`src/rtl/gf180mcu_fd_io__pkg.sv`:
```
// Shared types and parameter limits for the GF180MCU bidirectional pad sequencer.
package gf180mcu_fd_io__pkg;

    typedef enum logic [1:0] {
        RX     = 2'd0,
        GAP_TX = 2'd1,
        TX     = 2'd2,
        GAP_RX = 2'd3
    } state_t;

    localparam int TURN_CYC_MAX = 15;
    localparam int FILT_LEN_MAX = 15;
    localparam int SYNC_MIN     = 2;
    localparam int SYNC_MAX     = 4;

endpackage

```
`src/rtl/gf180mcu_fd_io__in_filt.sv`:
```
// Receive path: synchronizes the asynchronous pad input, deglitches it with a
// candidate/count filter and qualifies the result only while receiving.
module gf180mcu_fd_io__in_filt
    import gf180mcu_fd_io__pkg::*;
#(
    parameter int FILT_LEN    = 3,
    parameter int SYNC_STAGES = 2
) (
    input  logic clk,
    input  logic rst,
    input  logic en,
    input  logic pad_y,
    output logic din,
    output logic din_valid,
    output logic din_edge
);

    localparam logic [3:0] FILT_CNT = 4'(FILT_LEN);

    logic [SYNC_STAGES-1:0] sync_q;
    logic                   sample;
    logic                   cand;
    logic                   cand_next;
    logic [3:0]             cnt;
    logic [3:0]             cnt_next;
    logic                   qual;
    logic                   valid_q;

    assign sample = sync_q[SYNC_STAGES-1];

    // Synchronizer chain runs in every state so a fresh level is ready on re-entry to RX.
    always_ff @(posedge clk) begin
        if (rst) begin
            sync_q <= '0;
        end else begin
            sync_q <= {sync_q[SYNC_STAGES-2:0], pad_y};
        end
    end

    // Candidate/count update: a count of 0 means no agreeing samples yet, and outside RX the count is held at 0.
    always_comb begin
        cand_next = cand;
        cnt_next  = cnt;
        if (!en) begin
            cnt_next = 4'd0;
        end else if (cnt == 4'd0 || sample != cand) begin
            cand_next = sample;
            cnt_next  = 4'd1;
        end else if (cnt != FILT_CNT) begin
            cnt_next = cnt + 4'd1;
        end
        qual = en && (cnt_next == FILT_CNT);
    end

    // Filter state and qualified outputs; DIN only moves once FILT_LEN samples agree, and it holds its value outside RX.
    always_ff @(posedge clk) begin
        if (rst) begin
            cand     <= 1'b0;
            cnt      <= 4'd0;
            din      <= 1'b0;
            valid_q  <= 1'b0;
            din_edge <= 1'b0;
        end else begin
            cand     <= cand_next;
            cnt      <= cnt_next;
            din_edge <= qual && valid_q && (cand_next != din);
            if (qual) begin
                din     <= cand_next;
                valid_q <= 1'b1;
            end else if (!en) begin
                valid_q <= 1'b0;
            end
        end
    end

    assign din_valid = valid_q && en;

endmodule

```
`src/rtl/gf180mcu_fd_io__bidir_seq.sv`:
```
// Core-side sequencer for a bidirectional pad: direction FSM with fixed
// turnaround gaps, registered output data, and the filtered receive path.
module gf180mcu_fd_io__bidir_seq
    import gf180mcu_fd_io__pkg::*;
#(
    parameter int TURN_CYC    = 2,
    parameter int FILT_LEN    = 3,
    parameter int SYNC_STAGES = 2
) (
    input  logic CLK,
    input  logic RST,
    input  logic DIR_REQ,
    input  logic DOUT,
    output logic DIN,
    output logic DIN_VALID,
    output logic DIN_EDGE,
    output logic DIR_ACK,
    output logic BUSY,
    output logic PAD_A,
    output logic PAD_OE,
    output logic PAD_IE,
    input  logic PAD_Y
);

    localparam logic [3:0] GAP_LOAD = 4'(TURN_CYC - 1);

    state_t     state;
    state_t     state_next;
    logic [3:0] gap_cnt;
    logic [3:0] gap_cnt_next;
    logic       pad_a_q;

    // State and gap counter register; reset drops straight to RX without a gap.
    always_ff @(posedge CLK) begin
        if (RST) begin
            state   <= RX;
            gap_cnt <= 4'd0;
        end else begin
            state   <= state_next;
            gap_cnt <= gap_cnt_next;
        end
    end

    // Next-state logic: a gap always runs to completion and ignores DIR_REQ; settled states react to DIR_REQ immediately.
    always_comb begin
        state_next   = state;
        gap_cnt_next = gap_cnt;
        case (state)
            RX: begin
                if (DIR_REQ) begin
                    state_next   = GAP_TX;
                    gap_cnt_next = GAP_LOAD;
                end
            end
            GAP_TX: begin
                if (gap_cnt == 4'd0) begin
                    state_next = TX;
                end else begin
                    gap_cnt_next = gap_cnt - 4'd1;
                end
            end
            TX: begin
                if (!DIR_REQ) begin
                    state_next   = GAP_RX;
                    gap_cnt_next = GAP_LOAD;
                end
            end
            GAP_RX: begin
                if (gap_cnt == 4'd0) begin
                    state_next = RX;
                end else begin
                    gap_cnt_next = gap_cnt - 4'd1;
                end
            end
            default: begin
                state_next   = RX;
                gap_cnt_next = 4'd0;
            end
        endcase
    end

    // Output data register: follows DOUT only on edges that land in TX, so the pad sees 0 everywhere else.
    always_ff @(posedge CLK) begin
        if (RST) begin
            pad_a_q <= 1'b0;
        end else begin
            pad_a_q <= (state_next == TX) ? DOUT : 1'b0;
        end
    end

    assign PAD_A   = pad_a_q;
    assign PAD_OE  = (state == TX);
    assign PAD_IE  = (state == RX);
    assign DIR_ACK = (state == TX);
    assign BUSY    = (state == GAP_TX) || (state == GAP_RX);

    gf180mcu_fd_io__in_filt #(
        .FILT_LEN    (FILT_LEN),
        .SYNC_STAGES (SYNC_STAGES)
    ) u_in_filt (
        .clk       (CLK),
        .rst       (RST),
        .en        (state == RX),
        .pad_y     (PAD_Y),
        .din       (DIN),
        .din_valid (DIN_VALID),
        .din_edge  (DIN_EDGE)
    );

endmodule
```
`config.mk`:
```
export PLATFORM = sky130hd
export DESIGN_NAME = gf180mcu_fd_io__bidir_seq
export DESIGN_NICKNAME = d
export VERILOG_FILES = /design/src/rtl/gf180mcu_fd_io__pkg.sv /design/src/rtl/gf180mcu_fd_io__in_filt.sv /design/src/rtl/gf180mcu_fd_io__bidir_seq.sv
export SDC_FILE = /design/constraint.sdc
export NUM_CORES = 1
export LEC_CHECK = 0
export CORE_MARGIN = 3
export CORE_UTILIZATION = 31
export CTS_CLUSTER_DIAMETER = 80
export DETAILED_ROUTE_END_ITERATION = 8
export SLEW_MARGIN = 15
export SYNTH_ARGS = -nofsm -noshare
export SYNTH_HDL_FRONTEND = slang
export SYNTH_SLANG_ARGS = --single-unit
export TNS_END_PERCENT = 10
```
`constraint.sdc`:
```
create_clock -name CLK -period 1.7 [get_ports CLK]
set_input_delay 0.34 -clock CLK [delete_from_list [all_inputs] [get_ports CLK]]
set_output_delay 0.34 -clock CLK [all_outputs]
set_load 0.02 [all_outputs]
```
==> results of run 1 <==
cells in the final DEF, fill, tap and decap left out, drive strengths merged:
cell type	count
a211oi	1
a21boi	1
a21oi	5
a2bb2oi	1
a41oi	1
and2	1
and2b	1
and3	1
and4b	1
and4bb	1
buf	3
clkbuf	6
clkdlybuf4s50	7
dfxtp	17
dlygate4sd2	3
ha	3
inv	4
mux2i	1
nand2	4
nand2b	5
nand3	2
nand3b	1
nand4b	2
nor2	8
nor2b	3
nor3	4
nor4	1
o211ai	1
o21a	2
o21ai	5
o21bai	1
or3b	1
xnor2	3
xor2	3
stage by stage:
stage	power [mW]	hold WS [ps]	setup WS, ps	utilization	instance area, µm²
finish	1.27	449	93.4	0.401	1030
detailed placement	1.10	430	64.7	0.395	1010
global placement	1.09	418	72.0	0.395	1010
global route	1.39	478	3.71	0.401	1030
CTS	1.30	455	61.1	0.404	1040
floorplan	0.945	414	316	-	867
sequential cells by signal, summed over array words and instances (netlist names):
name,count
gap_cnt,4
u_in_filt.cnt,4
state,2
u_in_filt.sync_q,2
PAD_A,1
u_in_filt.cand,1
u_in_filt.din,1
u_in_filt.din_edge,1
u_in_filt.valid_q,1
final cells by class:
cell class,instances,area share
clock buffer,4,0.0255
inverter,4,0.0146
multi-input combinational,64,0.468
sequential,17,0.330
tap,30,0.0365
timing repair buffer,15,0.125
synthesized netlist by cell type, drive strengths merged:
cell,count
a211oi,1
a21boi,1
a21oi,5
a2bb2oi,1
a41oi,1
and2,1
and2b,1
and3,1
and4b,1
and4bb,1
buf,4
clkbuf,1
dfxtp,17
ha,3
inv,4
mux2i,1
nand2,4
nand2b,5
nand3,2
nand3b,1
nand4b,2
nor2,8
nor2b,3
nor3,4
nor4,1
o211ai,1
o21a,2
o21ai,5
o21bai,1
or3b,1
xnor2,3
xor2,3
logic make-up after synthesis:
group,synth area share
flip-flops,0.393
AND/OR/NAND/NOR,0.266
multiplexers,0.0115
adder cells (fa/ha/maj),0.0433
buffers and inverters,0.0548
XOR/XNOR,0.0693
AO/OA/AOI/OAI,0.163
repair_timing:
action                     in CTS  in global routing
resized for setup               6                  4
buffers inserted                0                  0
hold buffers                    0                  0
setup endpoints to repair       5                  2
worst min-delay path by stage:
stage                              startpoint                   to  slack, ps  cells past startpoint
after floorplan           u_in_filt.sync_q[0]  u_in_filt.sync_q[1]        410                      1
after global placement    u_in_filt.sync_q[0]  u_in_filt.sync_q[1]        420                      1
after detailed placement  u_in_filt.sync_q[0]  u_in_filt.sync_q[1]        430                      1
after CTS                 u_in_filt.sync_q[0]  u_in_filt.sync_q[1]        450                      1
after global routing      u_in_filt.sync_q[0]  u_in_filt.sync_q[1]        480                      1
final                     u_in_filt.sync_q[0]  u_in_filt.sync_q[1]        450                      1
power by group:
part | switching, mW | internal (mW)
sequential | 0.0481 | 0.456
combinational | 0.314 | 0.244
clock | 0.119 | 0.0910
total | 0.481 | 0.791
routing by layer:
metal	track usage	vias to the layer above
met4	0.0291	0
li1	-	335
met3	0.0417	2
met1	0.133	294
met2	0.169	12
met5	0	-
==> results.cfg, run 1 <==
[die]
core_area_um2 = 2570
top_level_ports = 13
initial_core_util = 0.338
num_rows = 18
die_w_um = 58.9
die_y_um = 58.9
dieArea_um2 = 3470

[worst_setup_path]
worst_setup_path_end_kind = output port
crit_path_start = u_in_filt.din
worstPathArrival_ps = 1270
crit_type = flip-flop to output port
required_ps = 1360
endpoint = DIN
ff2ff_path_depth = 5
cp_top_family = buffers and inverters
cp_slowest_cell = clkdlybuf4s50_1
critPathLaunchType = flip-flop
cp.depth = 1
crit_buf_inv = 1
crit_chain = clkdlybuf4s50_1
reg2reg_from = u_in_filt.cnt[0]
r2r-end = u_in_filt.din
r2r_slack_ps = 200
slowest_delay_ps = 620
crit_fanout = 3

[clocking]
worstSkewPairLatency_ps = 280
clock_sinks = 17
cts_buffer_depth = 2
htree_levels = 1
cts_buffers = 3
cts-root-buf = clkbuf_4
clkTransAtPathRegs_ps = 90
cts_tree = built

[synth]
synth_cell_type_count = 38
synth.area.top_cells = dfxtp_1, ha_1, nand2b_1
syn_area_um2 = 867
avgSynthCellArea_um2 = 9.63
synth_top_area_frac = 0.392
yosysTopAreaCell = dfxtp_1
synth_warnings = 0
synth-seq-cells = 17
synthesis.nets = 98
ys_seq_area_frac = 0.392
syn_inst = 90

[final_layout]
seq_area_um2 = 340
n_fill_cell = 293
fin_cells = 134
final_nets = 113
final_layout_size_suffix_gt1_frac = 0.173
multi_input_area_um2 = 482
area_growth_pct = 18.8
antenna_cells = 0

[timing]
final.min_clock_period_ps = 1610
finalSetupTns_ps = 0
finalCritPeriodShare = 0.945
hold_violations = 0
timing.fmax_mhz = 622
slew_violations = 0
skew_ps = 1.07
setup_viol = 0
slew-limit-headroom = 0.764
rsz0062_at_grt = false
tightest_slew_ps = 354

[power_and_ir_drop]
power_density_nw_per_um2 = 1240
p_leak_nw = 0.386
vdd_drop_max_mv = 0.846

[global_routing]
grt_pass1_wl_mm = 2.84
grt_max_degree = 13
antenna_found_initial = 0
grt-ovfl-total = 0
grt_usage = 0.106
grt_pass1_vias = 661

[route]
post_drt_via_cell_ratio = 4.80
routedWlPerCell_um = 11.0
drt-met1-wl_um = 734
via_count = 643
wl_met3_um = 64
drt_iter0_markers = 12
wl_met2_um = 661
dr.pass1.iters = 4
totalWireLength_mm = 1.48
highest_layer = met4
ant_nets = 0
drc_errors = 0

[placement]
io_buffers = 12
dp_hpwl_mm = 1.13
post-place-cells = 130
gp_congestion = 0.691

[status]
outcome = complete, no violations

[min_path]
hp-class = flip-flop to flip-flop

[run]
cap_viol_max_count = 0
(Power assumes the default switching activity.)
==> run 2: changes to the inputs <==
CORE_UTILIZATION = 51   (was 31)
PLACE_DENSITY = 0.76   (was not set)
RECOVER_POWER = 25   (was not set)
==> results.cfg, run 2 (synthesis results as in run 1) <==
[status]
outcome = complete, no violations

[global_routing]
top_usage_layer = met2
grt_usage = 0.162
grt-ovfl-total = 0
grt_pass1_vias = 627
global_route.usage.met3 = 0.0460
grt.met1_usage = 0.161
grtUsageMet2 = 0.291
grt_pass1_wl_mm = 2.50
antenna_found_initial = 0
grt_max_degree = 13

[final_layout]
final_area_um2 = 1010
final_cell_mix = dfxtp_1, nor2_1, clkdlybuf4s50_1, a21oi_1, nand2b_1
final_common_cell = dfxtp_1
multi_input_area_um2 = 477
n_fill_cell = 134
antenna_cells = 0
final_nets = 113
top_regs = gap_cnt x4, u_in_filt.cnt x4
final_layout_size_suffix_gt1_frac = 0.144
seq_area_um2 = 340
fin_util = 0.646
fin_cells = 120
area_growth_pct = 16.2

[timing]
timing.fmax_mhz = 614
final.min_clock_period_ps = 1630
skew_ps = 0.453
finalCritPeriodShare = 0.957
hold_violations = 0
slew_violations = 0
tightest_slew_ps = 484
hold_slack_ps = 446
rsz0062_at_grt = false
setup_viol = 0
slew-limit-headroom = 0.677
finalSetupTns_ps = 0

[worst_setup_path]
worst_setup_path_end_kind = output port
crit_chain = clkdlybuf4s50_1
cp_slowest_cell = clkdlybuf4s50_1
worstPathArrival_ps = 1290
critPathLaunchType = flip-flop
crit_type = flip-flop to output port
slowest_delay_ps = 620
crit_buf_inv = 1
crit_fanout = 3
required_ps = 1360
cp_top_family = buffers and inverters

[clocking]
clkTransAtPathRegs_ps = 100
cts_tree = built
cts-root-buf = clkbuf_4
hold_buffers = 0
cts_buffer_depth = 2
clock_sinks = 17
worstSkewPairLatency_ps = 280
cts_buffers = 3
htree_levels = 1

[run]
cap_viol_max_count = 0

[placement]
io_buffers = 12
post-place-cells = 116
dp_hpwl_mm = 1.17
place_area_um2 = 997
gp_congestion = 0.751

[die]
dieArea_um2 = 2230
core_area_um2 = 1560
num_rows = 14
initial_core_util = 0.556
die_y_um = 47.2
top_level_ports = 13
die_w_um = 47.2

[route]
totalWireLength_mm = 1.50
drc_errors = 0
routedWlPerCell_um = 12.5
dr.pass1.iters = 3
drt_iter0_markers = 10
post_drt_via_cell_ratio = 5.43
via_count = 652
ant_nets = 0

[power_and_ir_drop]
power_density_nw_per_um2 = 1260
p_leak_nw = 0.384
vdd_drop_max_mv = 0.602

[min_path]
hp-class = flip-flop to flip-flop
-- run 2: changes by cell type in the layout (fill, tap and decap cells not counted) --
cell,previous run,this run
o211ai_2,1,0
dlygate4sd3_1,0,1
clkbuf_1,1,2
clkbuf_2,2,1
buf_4,3,2
o211ai_1,0,1
clkdlybuf4s50_1,7,6
dlygate4sd2_1,3,4
-- run 2: layout make-up --
cell class,count,share of cell area
repair buffers,15,0.128
well taps,16,0.0199
clock buffers,4,0.0261
inverters,4,0.0149
multi-input cells,64,0.473
flip-flops and latches,17,0.338
-- run 2: path summary, 6_finish.rpt --
check,from,end,slack [ps],cells past startpoint
hold / removal,u_in_filt.sync_q[0],u_in_filt.sync_q[1],450,1
setup / recovery,u_in_filt.din,DIN,70,1
hold reg to reg,u_in_filt.sync_q[0],u_in_filt.sync_q[1],450,1
setup reg to reg,u_in_filt.cnt[0],u_in_filt.din,180,5
-- run 2: repair_timing --
item / 4_1_cts / 5_1_grt
resized for setup: 6 / 2
endpoints found under the setup margin: 5 / 1
buffers inserted: 0 / 0
pin swaps: 0 / 0
-- run 2: stage by stage --
step / setup slack, ps / power [mW]
final: 72.3 / 1.27
after detailed placement: 54.1 / 1.10
after global routing: 13.9 / 1.37
after floorplan: 316 / 0.945
after CTS: 51.2 / 1.30
after global placement: 70.8 / 1.08
-- run 2: power breakdown --
| part | leakage (nW) | switching (mW) | total [mW] | internal (mW) |
|---|---|---|---|---|
| registers | 0.139 | 0.0528 | 0.509 | 0.456 |
| logic | 0.230 | 0.304 | 0.548 | 0.244 |
| clock network | 0.0150 | 0.122 | 0.213 | 0.0911 |
| total | 0.384 | 0.479 | 1.27 | 0.791 |
-- run 2: metal layers --
layer	share of wire	wire [µm]
met1	0.42	631
met2	0.54	815
met3	0.021	31
met4	0.013	20
met5	0	0
==> run 3: changes to the inputs <==
==> constraint.sdc (replaced) <==
create_clock -name CLK -period 1.7 [get_ports CLK]
set_input_delay 0.34 -clock CLK [delete_from_list [all_inputs] [get_ports CLK]]
set_output_delay 0.34 -clock CLK [all_outputs]
set_load 0.01 [all_outputs]
==> results.cfg, run 3 (synthesis results as in run 1) <==
[run]
cap_viol_max_count = 0

[worst_setup_path]
cp_top_family = buffers and inverters
required_ps = 1360
ff2ff_path_depth = 5
reg2reg_from = u_in_filt.cnt[0]
r2r-end = u_in_filt.din
slowest_delay_ps = 550
crit_chain = clkdlybuf4s50_1
cp_slowest_cell = clkdlybuf4s50_1
crit_type = flip-flop to output port
worstPathArrival_ps = 1220
critPathLaunchType = flip-flop
crit_buf_inv = 1
r2r_slack_ps = 190
crit_fanout = 3
worst_setup_path_end_kind = output port

[power_and_ir_drop]
power_density_nw_per_um2 = 1240
vdd_drop_max_mv = 0.657
p_leak_nw = 0.399

[route]
post_drt_via_cell_ratio = 5.50
dr.pass1.iters = 3
totalWireLength_mm = 1.44
ant_nets = 0
via_count = 660
drc_errors = 0
drt_iter0_markers = 3
routedWlPerCell_um = 12.0

[clocking]
worstSkewPairLatency_ps = 300
post_cts_buffers = 0
clock_sinks = 17
cts_buffers = 3
clkTransAtPathRegs_ps = 90
cts_tree = built
htree_levels = 1
cts-root-buf = clkbuf_4
cts_buffer_depth = 2

[die]
dieArea_um2 = 2230
num_rows = 14
die_y_um = 47.2
top_level_ports = 13
die_w_um = 47.2
core_area_um2 = 1560
initial_core_util = 0.556

[placement]
gp_congestion = 0.766
dp_hpwl_mm = 1.09
post-place-cells = 116
io_buffers = 12
place_ws_ps = 143

[final_layout]
final_nets = 113
multi_input_area_um2 = 482
final_layout_size_suffix_gt1_frac = 0.163
n_fill_cell = 121
antenna_cells = 0
fin_cells = 120
area_growth_pct = 18.5
top_regs = gap_cnt x4, u_in_filt.cnt x4
final_common_cell = dfxtp_1
seq_area_um2 = 343
final_cell_mix = dfxtp_1, nor2_1, clkdlybuf4s50_1, a21oi_1, nand2b_1

[timing]
slew_violations = 0
hold_slack_ps = 447
finalCritPeriodShare = 0.919
timing.fmax_mhz = 640
finalSetupTns_ps = 0
tightest_slew_ps = 484
skew_ps = 3.17
setup_viol = 0
final.min_clock_period_ps = 1560
slew-limit-headroom = 0.677
hold_violations = 0
final.setup.worst_slack_ps = 137
rsz0062_at_grt = false

[min_path]
hp-start = u_in_filt.sync_q[0]
hp-class = flip-flop to flip-flop
hold-path-cell-count = 1
whs_endpoint = u_in_filt.sync_q[1]

[global_routing]
grt-ovfl-total = 0
antenna_found_initial = 0
grt_max_degree = 13
grt_usage = 0.153
grt_pass1_wl_mm = 2.33
grt_pass1_vias = 553

[status]
outcome = complete, no violations
run 3: worst register-to-register path, delay by kind of cell (launching register included):
family | cells | cell delay (ps)
multiplexers | 1 | 210
flip-flops | 1 | 420
AND/OR/NAND/NOR | 1 | 210
buffers and inverters | 1 | 110
adder cells (fa/ha/maj) | 1 | 350
AO/OA/AOI/OAI | 1 | 150
run 3: report_power, final:
group          switching, mW  total, mW  internal, mW
Clock                  0.130      0.218        0.0879
Sequential            0.0588      0.519         0.460
Combinational          0.272      0.533         0.261
Total                  0.461       1.27         0.809
run 3: worst max-delay path by stage:
stage,start,endpoint,slack (ps),depth (start not counted)
finish,u_in_filt.din,DIN,140,1
floorplan,u_in_filt.cnt[0],u_in_filt.din,350,5
global placement,state[1],DIN_VALID,160,3
global route,state[0],DIR_ACK,70,3
detailed placement,state[1],DIN_VALID,140,3
CTS,state[0],PAD_IE,20,2
run 3: through the flow:
| stage | util | total power, mW | instance area, µm² |
|---|---|---|---|
| after floorplan | - | 0.912 | 867 |
| after global placement | 0.640 | 1.06 | 997 |
| after detailed placement | 0.640 | 1.06 | 997 |
| after CTS | 0.663 | 1.30 | 1030 |
| after global routing | 0.659 | 1.36 | 1030 |
| final | 0.659 | 1.27 | 1030 |
run 3: area by class of cell:
class / instances / area share
Inverter: 4 / 0.0146
Sequential cell: 17 / 0.334
Clock buffer: 3 / 0.0219
Multi-Input combinational cell: 64 / 0.469
Tap cell: 16 / 0.0195
Clock inverter: 1 / 0.00487
Timing Repair Buffer: 15 / 0.136
run 3: metal layers:
metal  global-route usage  vias to the layer above  share of wire  routed length (µm)
met5                    0                        -              0                   0
met3               0.0690                        2          0.035                  50
met1                0.171                      312           0.45                 649
met4               0.0829                        0         0.0097                  14
li1                     -                      339              -                   -
met2                0.241                        7           0.50                 724
run 3: what timing repair did:
action	CTS	global route
gates resized for setup	9	1
pin swaps	1	0
endpoints found under the setup margin	5	1
hold buffers	0	0
